<file path="config.mk">
export PLATFORM = sky130hd
export DESIGN_NAME = rx_vc_arbiter
export DESIGN_NICKNAME = d
export VERILOG_FILES = /design/src/rtl/rx_vc_arbiter.sv
export SDC_FILE = /design/constraint.sdc
export NUM_CORES = 1
export LEC_CHECK = 0
export ABC_AREA = 1
export CORE_AREA = 3 3 265 267
export CTS_BUF_LIST = sky130_fd_sc_hd__clkbuf_4 sky130_fd_sc_hd__clkbuf_8
export DETAILED_ROUTE_END_ITERATION = 10
export DIE_AREA = 0 0 268 270
export PLACE_DENSITY = 0.37
export SYNTH_ARGS = -nofsm -noshare
export SYNTH_HDL_FRONTEND = slang
export SYNTH_SLANG_ARGS = --single-unit
export TNS_END_PERCENT = 20
</file>
<file path="constraint.sdc">
create_clock -name clk -period 1.7 [get_ports clk]
set_input_delay 0.255 -clock clk [delete_from_list [all_inputs] [get_ports clk]]
set_output_delay 0.255 -clock clk [all_outputs]
set_load 0.03 [all_outputs]
</file>
<file path="src/rtl/rx_vc_arbiter.sv">
// rx_vc_arbiter: packet-granular round-robin arbiter feeding the RX adapter FIFO.
//
// Picks one requesting channel per packet and locks onto it until its eop beat
// transfers. While locked, the granted channel is passed straight through to
// the FIFO. New packets are granted only while the FIFO fill level is below
// FILL_THRESH.
//
// Ports:
//   clk, reset_n          clock, asynchronous active-low reset
//   ch_valid/ch_data/ch_eop/ch_ready   per-channel beat interface (NUM_CH lanes)
//   out_valid/out_data/out_ready       beat interface toward the FIFO
//   fill_level            FIFO occupancy (0..16)
//   out_channel           index of the granted channel
//   busy                  high while a packet is locked
//   pkt_count             per-channel 32-bit eop counters (only with the macro below)
//
// Build option: define SONIC_VC_RX_ARB_STATS_EN to add the pkt_count port and
// its per-channel packet counters.

module rx_vc_arbiter #(
    parameter int unsigned NUM_CH      = 4,
    parameter int unsigned DATA_WIDTH  = 133,
    parameter int unsigned FILL_THRESH = 12
) (
    input  logic                         clk,
    input  logic                         reset_n,
    input  logic [NUM_CH-1:0]            ch_valid,
    input  logic [NUM_CH*DATA_WIDTH-1:0] ch_data,
    input  logic [NUM_CH-1:0]            ch_eop,
    output logic [NUM_CH-1:0]            ch_ready,
    output logic                         out_valid,
    output logic [DATA_WIDTH-1:0]        out_data,
    input  logic                         out_ready,
    input  logic [4:0]                   fill_level,
    output logic [$clog2(NUM_CH)-1:0]    out_channel,
    output logic                         busy
`ifdef SONIC_VC_RX_ARB_STATS_EN
    ,
    output logic [NUM_CH*32-1:0]         pkt_count
`endif
);

    localparam int unsigned CH_W = $clog2(NUM_CH);

    typedef enum logic [0:0] {StIdle, StLocked} state_e;

    state_e              state_q;
    logic [CH_W-1:0]     out_channel_q;
    logic [CH_W-1:0]     last_grant_q;

    logic [CH_W-1:0]     rr_pick;
    logic [CH_W-1:0]     rr_idx;
    logic                rr_found;
    logic                grant_ok;
    logic                beat_xfer;
    logic                pkt_done;

    logic [DATA_WIDTH-1:0] ch_beat [NUM_CH];

    for (genvar i = 0; i < NUM_CH; i++) begin : g_unpack
        assign ch_beat[i] = ch_data[i*DATA_WIDTH +: DATA_WIDTH];
    end

    // Round-robin search starting one past the last channel that finished a packet.
    always_comb begin
        rr_found = 1'b0;
        rr_pick  = '0;
        rr_idx   = '0;
        for (int unsigned k = 1; k <= NUM_CH; k++) begin
            rr_idx = CH_W'((32'(last_grant_q) + k) % NUM_CH);
            if (!rr_found && ch_valid[rr_idx]) begin
                rr_found = 1'b1;
                rr_pick  = rr_idx;
            end
        end
    end

    assign grant_ok  = (state_q == StIdle) && rr_found && (32'(fill_level) < FILL_THRESH);
    assign beat_xfer = (state_q == StLocked) && ch_valid[out_channel_q] && out_ready;
    assign pkt_done  = beat_xfer && ch_eop[out_channel_q];

    // Reset value of last_grant makes channel 0 the first winner.
    always_ff @(posedge clk or negedge reset_n) begin
        if (!reset_n) begin
            state_q       <= StIdle;
            out_channel_q <= '0;
            last_grant_q  <= CH_W'(NUM_CH - 1);
        end else begin
            unique case (state_q)
                StIdle: begin
                    if (grant_ok) begin
                        out_channel_q <= rr_pick;
                        state_q       <= StLocked;
                    end
                end
                StLocked: begin
                    // No preemption: only the eop beat releases the lock.
                    if (pkt_done) begin
                        last_grant_q <= out_channel_q;
                        state_q      <= StIdle;
                    end
                end
                default: state_q <= StIdle;
            endcase
        end
    end

    assign busy        = (state_q == StLocked);
    assign out_channel = out_channel_q;
    assign out_valid   = busy && ch_valid[out_channel_q];
    assign out_data    = ch_beat[out_channel_q];

    always_comb begin
        ch_ready = '0;
        if (busy) begin
            ch_ready[out_channel_q] = out_ready;
        end
    end

`ifdef SONIC_VC_RX_ARB_STATS_EN
    logic [31:0] pkt_cnt_q [NUM_CH];

    // Counters wrap naturally at 2^32.
    always_ff @(posedge clk or negedge reset_n) begin
        if (!reset_n) begin
            for (int i = 0; i < NUM_CH; i++) begin
                pkt_cnt_q[i] <= '0;
            end
        end else if (pkt_done) begin
            pkt_cnt_q[out_channel_q] <= pkt_cnt_q[out_channel_q] + 32'd1;
        end
    end

    for (genvar i = 0; i < NUM_CH; i++) begin : g_stats
        assign pkt_count[i*32 +: 32] = pkt_cnt_q[i];
    end
`endif

endmodule

</file>
==> qor.csv, run 1 <==
metric,value,unit
status,"complete, but fails checks",
failing checks,negative setup slack,
register share of total power,1.3,%
Synth top area share,43.55,%
Gate power share,97.9,%
Fin. Hold Viols,0,
FF-to-FF Start,out_channel[1],
R2R Setup Slk,-10,ps
Tmin final,2071,ps
Residual DRC,0,
crit path max fanout,12,
critical path arrival,1820,ps
initial antenna violation count,15,
most frequent cells after synthesis,"nand2_1, a22oi_1, nand3_1, buf_2, clkbuf_1",
total number of vias,8122,
Leak,5.629,nW
Net Sw Frac,52.43,%
Synthesis Warnings,0,
Initial Util,5.095,%
Crit Path Category,register to output pin,
H-tree Lvls,1,
Final Power,0.02782,W
Clock transition at path regs,40,ps
CTS sink cnt,5,
Fillers,7589,
GRT Util Overall,13.92,%
Worst Tran Pin Value,416.1,ps
number of synthesized register bits,5,
Max-slew headroom,72.26,%
multi-input logic area,3781,µm²
Final Wtd Congestion,0.8587,
Netlist cell types,26,
PortBufs,686,
asr flop ratio synth,100.0,%
clk_skew,0.5164,ps
Initial DRT Pass Iterations,4,
Worst Hold Class,primary input to asynchronous set/reset pin,
predominant post-synthesis flop cell,dfrtp_1,
die area,72360,µm²
"Cell Area, Synth",3482,µm²
CORE AREA,68350,µm²
Reg area,130.1,µm²
Synthesized Nets,1169,
maximum root-to-sink buffer count,2,
layout cell share with drive strength beyond 1,32.69,%
sequential share of the synthesized area,3.665,%
via/cell ratio,3.616,
Reg-to-Reg End,busy,
final setup vio count,135,
hpwl dp,48.33,mm
WP data required,1440,ps
setup ws final,-370.8,ps
Final period util,121.8,%
clk_lat worst skew,220,ps
max-cap viol count,0,
Max IR drop VDD,0.5153,mV
Fmax,482.9,MHz
Routed Antenna Nets,0,
area grow syn2layout,311.1,%
Num CTS Buffers,3,
Critical Path Source,out_channel[1],
most common cell in the netlist,nand2_1,
critical path launch point type,register,
top cell type by total area after synthesis,a22oi_1,
cells on worst reg2reg path,9,
RSZ-0062 raised after global routing,yes,
"top cells by area, synth","a22oi_1, nand2_1, nand3_1",
"Avg Cell Area, Syn",5.607,µm²
Critical Path End Type,output pin,
pre-CTS WS,-394.1,ps
Die Span Y,270,µm
grt ovf,0,
DRT Wirelength,55.18,mm
synthesized instance count,621,
CTS tree,done,
Power Dens Cells,1944,nW/µm²
Switch Pwr,0.01459,W
Final Slew Violations,0,
Final nets,1904,
Clock Power Share,0.9,%
cell row count,96,
Avg WL per Cell,24.57,µm
Root Buffer Master,clkbuf_8,
largest net degree at the start of global routing,42,
Initial DRC Count,238,
number of enable flip-flop cells after synthesis,0,
setup_tns,-39020,ps
first-pass GRT wire length,70.08,mm
Pint,0.01324,W
Ports,689,
Die X,268,µm
vias in the first global route,8603,
[worst max-delay path by stage]
stage / slack, ps / depth (start not counted) / end
after global placement: -350 / 6 / out_data[120]
after global routing: -450 / 7 / out_data[118]
after CTS: -420 / 6 / out_data[122]
after floorplan: -20 / 5 / out_data[110]
final: -370 / 6 / out_data[106]
after detailed placement: -390 / 6 / out_data[120]
[sequential cells by signal, indices dropped and copies added, names as in the netlist]
signal,flops
out_channel,2
last_grant_q,2
busy,1
[layout make-up]
cell class	instances	area share [%]
Timing Repair Buffer	789	63.96
Multi-Input combinational cell	543	26.41
Tap cell	882	7.709
Sequential cell	5	0.9090
Inverter	14	0.5069
Clock buffer	4	0.3409
Antenna cell	9	0.1573
[worst max-delay path: stages, from the launching register on]
cell	delay [ps]
dfrtp_2	510
nor2_4	110
buf_4	170
clkbuf_16	180
a22oi_2	260
nand3_2	160
buf_12	180
[power by group through the flow]
stage          Clock, W  Combinational [W]  Sequential (W)
2_1_floorplan         0            0.00957        0.000310
3_3_place_gp          0             0.0250        0.000337
3_5_place_dp          0             0.0250        0.000339
4_1_cts        0.000248             0.0265        0.000341
5_1_grt        0.000258             0.0287        0.000370
6_report       0.000241             0.0272        0.000351
[cell usage in the layout, fill, tap and decap left out, types with 2 or more instances in the layout]
| cell | instances |
|---|---|
| clkdlybuf4s50_1 | 545 |
| nand2_1 | 195 |
| a22oi_1 | 128 |
| buf_12 | 120 |
| a22oi_2 | 74 |
| buf_4 | 66 |
| nand2_2 | 51 |
| nand3_2 | 48 |
| buf_6 | 41 |
| nand3_1 | 19 |
| diode_2 | 9 |
| inv_1 | 7 |
| buf_8 | 7 |
| nand2_4 | 5 |
| nand4_1 | 5 |
| buf_16 | 4 |
| inv_4 | 3 |
| nor2_1 | 3 |
| inv_2 | 3 |
| clkbuf_8 | 3 |
| clkbuf_16 | 3 |
| nor2_8 | 2 |
| nor2_4 | 2 |
| nand3_4 | 2 |
| nor3_1 | 2 |
| o21ai_1 | 2 |
| dfstp_2 | 2 |
| dfrtp_2 | 2 |
[cell families after synthesis]
group	Yosys count	share of synthesized area, %
AND/OR/NAND/NOR	337	41.97
buffers and inverters	73	10.13
flip-flops	5	3.665
AO/OA/AOI/OAI	206	44.23
[metrics by stage]
stage	hold slack (ps)	std cells	instance area [µm²]	util (%)
3_5_place_dp	510.2	2212	13020	19.04
5_1_grt	281.9	2240	14300	20.92
6_report	269.5	2246	14320	20.95
2_1_floorplan	-40.59	621	3603	-
4_1_cts	272.6	2226	13620	19.93
3_3_place_gp	500.3	2212	13020	19.04
[per-layer routing]
layer / track usage, % / part of all wire, %
met2: 27.31 / 53
met1: 15.42 / 38
met5: 0 / 0.049
met4: 1.894 / 1.2
met3: 3.025 / 7.3
[repair_timing]
item                       in CTS  in global routing
hold endpoints to repair        0                  0
resized for setup             103                129
pin swaps                      21                 38
setup endpoints to repair     139                139
cloned                          3                  3
setup buffers                   8                  9
hold buffers                    0                  0
(Power assumes the default switching activity.)
==> inputs of run 2 (changes only) <==
Settings changed: CORE_AREA 3 3 265 267 to 3 3 268 270, DIE_AREA 0 0 268 270 to 0 0 271 273, PLACE_DENSITY 0.37 to 0.36, REMOVE_ABC_BUFFERS set to 1, SKIP_LAST_GASP set to 1.
Clock period 1.7 ns to 2.5 ns, I/O delays scaled along.
==> qor.csv, run 2 (synthesis gave the netlist of run 1 again) <==
metric,value,unit,change
status,"finished, final reports clean",,"was complete, but fails checks"
Initial DRT Pass Iterations,5,,was 4
grt ovf,0,,unchanged
largest net degree at the start of global routing,56,,was 42
vias in the first global route,8259,,"was 8,603"
Die X,271,µm,was 268 µm
most frequent cells in the layout,"clkdlybuf4s50_1, nand2_1, a22oi_1",,unchanged
RSZ-0062 raised after global routing,no,,was yes
CTS tree,done,,unchanged
cell row count,97,,was 96
# hold bufs at CTS,0,,unchanged
Initial DRC Count,438,,was 238
Num CTS Buffers,3,,unchanged
CORE AREA,69790,µm²,"was 68,350 µm²"
total number of vias,7685,,"was 8,122"
Die Span Y,273,µm,was 270 µm
Tmin final,2416,ps,
clk_skew,0.7417,ps,was 0.5164 ps
DRT Wirelength,47.24,mm,was 55.18 mm
Crit Path Category,register to output pin,,unchanged
Avg WL per Cell,21.06,µm,was 24.57 µm
max-cap viol count,0,,unchanged
Root Buffer Master,clkbuf_8,,unchanged
"Design Area, Final",12140,µm²,"was 14,320 µm²"
Hold WS,374.6,ps,was 269.5 ps
Final period util,96.65,%,
Routed Antenna Nets,0,,unchanged
critical path launch point type,register,,unchanged
via/cell ratio,3.426,,was 3.616
hpwl dp,41.65,mm,was 48.33 mm
Critical Path End Type,output pin,,unchanged
Max IR drop VDD,0.4887,mV,was 0.5153 mV
Final Slew Violations,0,,unchanged
initial antenna violation count,13,,was 15
Residual DRC,0,,unchanged
GRT Util Overall,11.87,%,was 13.92%
Worst Hold Class,primary input to asynchronous set/reset pin,,unchanged
pre-CTS WS,86.24,ps,was -394.1 ps
"most common cell after layout, fill and taps aside",clkdlybuf4s50_1,,unchanged
Leak,4.733,nW,was 5.629 nW
maximum root-to-sink buffer count,2,,unchanged
clk_lat worst skew,220,ps,about the same
crit path max fanout,33,,was 12
critical path arrival,2040,ps,was 1820 ps
Initial Util,4.990,%,was 5.095%
WP data required,2120,ps,was 1440 ps
layout cell share with drive strength beyond 1,16.33,%,was 32.69%
setup ws final,83.74,ps,was -370.8 ps
H-tree Lvls,1,,unchanged
final setup vio count,0,,was 135
area grow syn2layout,248.7,%,was 311.1%
Post-DP Area,12080,µm²,"was 13,020 µm²"
Ports,689,,unchanged
CTS sink cnt,5,,unchanged
PortBufs,686,,unchanged
Final nets,1847,,"was 1,904"
Fmax,413.9,MHz,
Worst Tran Pin Value,449.6,ps,was 416.1 ps
Clock transition at path regs,40,ps,about the same
Fin. Hold Viols,0,,unchanged
Final Wtd Congestion,0.8748,,was 0.8587
setup_tns,0,ps,"was -39,020 ps"
Power Dens Cells,1187,nW/µm²,was 1944 nW/µm²
die area,73980,µm²,"was 72,360 µm²"
first-pass GRT wire length,62.96,mm,was 70.08 mm
Max-slew headroom,70.02,%,was 72.26%
run 2: final cells by class:
type | count | area (µm²)
diodes | 5 | 12.51
inverters | 14 | 57.56
clock buffers | 4 | 48.80
well taps | 940 | 1176
repair buffers | 732 | 7712
fillers | 7848 | 57640
multi-input cells | 543 | 3007
flip-flops and latches | 5 | 128.9
run 2: worst max-delay path: stages (launching register included):
cell     delay, ps
dfrtp_1        550
buf_4          210
nor2_8          50
buf_12         160
a22oi_2        330
nand3_1        230
buf_12         200
run 2: worst paths after layout:
path | to | cells after the start | from | slack [ps]
worst max-delay path | out_data[34] | 6 | out_channel[1] | 80
worst min-delay path | out_channel[1] | 1 | reset_n | 370
worst max register to register | busy | 9 | out_channel[1] | 640
worst min register to register | last_grant_q[1] | 2 | last_grant_q[1] | 530
max in group asynchronous | last_grant_q[0] | 1 | reset_n | 1870
min in group clk | last_grant_q[1] | 2 | last_grant_q[1] | 530
run 2: report_power, final:
part / leakage (nW) / internal, W / switching, W
registers: 0.0553 / 0.000132 / 0.000102
clock network: 0.0262 / 0.000120 / 0.0000396
logic: 4.65 / 0.00588 / 0.00814
run 2: through the flow:
step / instances / total power, W / utilization, %
2_1_floorplan: 562 / 0.006292 / -
5_1_grt: 2240 / 0.01533 / 17.39
4_1_cts: 2238 / 0.01478 / 17.38
3_5_place_dp: 2234 / 0.01453 / 17.30
3_3_place_gp: 2234 / 0.01457 / 17.30
6_report: 2243 / 0.01441 / 17.40
run 2: timing repair:
item / CTS / global route
setup endpoints to repair: 2 / 44
resized for setup: 1 / 1
buffers inserted: 0 / 0
run 2: metal layers:
metal | wire length (µm) | global-route usage (%) | vias up
met5 | 46 | 0 | -
met4 | 1504 | 3.578 | 8
met1 | 19610 | 14.71 | 3451
met2 | 21560 | 19.58 | 528
met3 | 4527 | 3.758 | 50
li1 | - | - | 3648
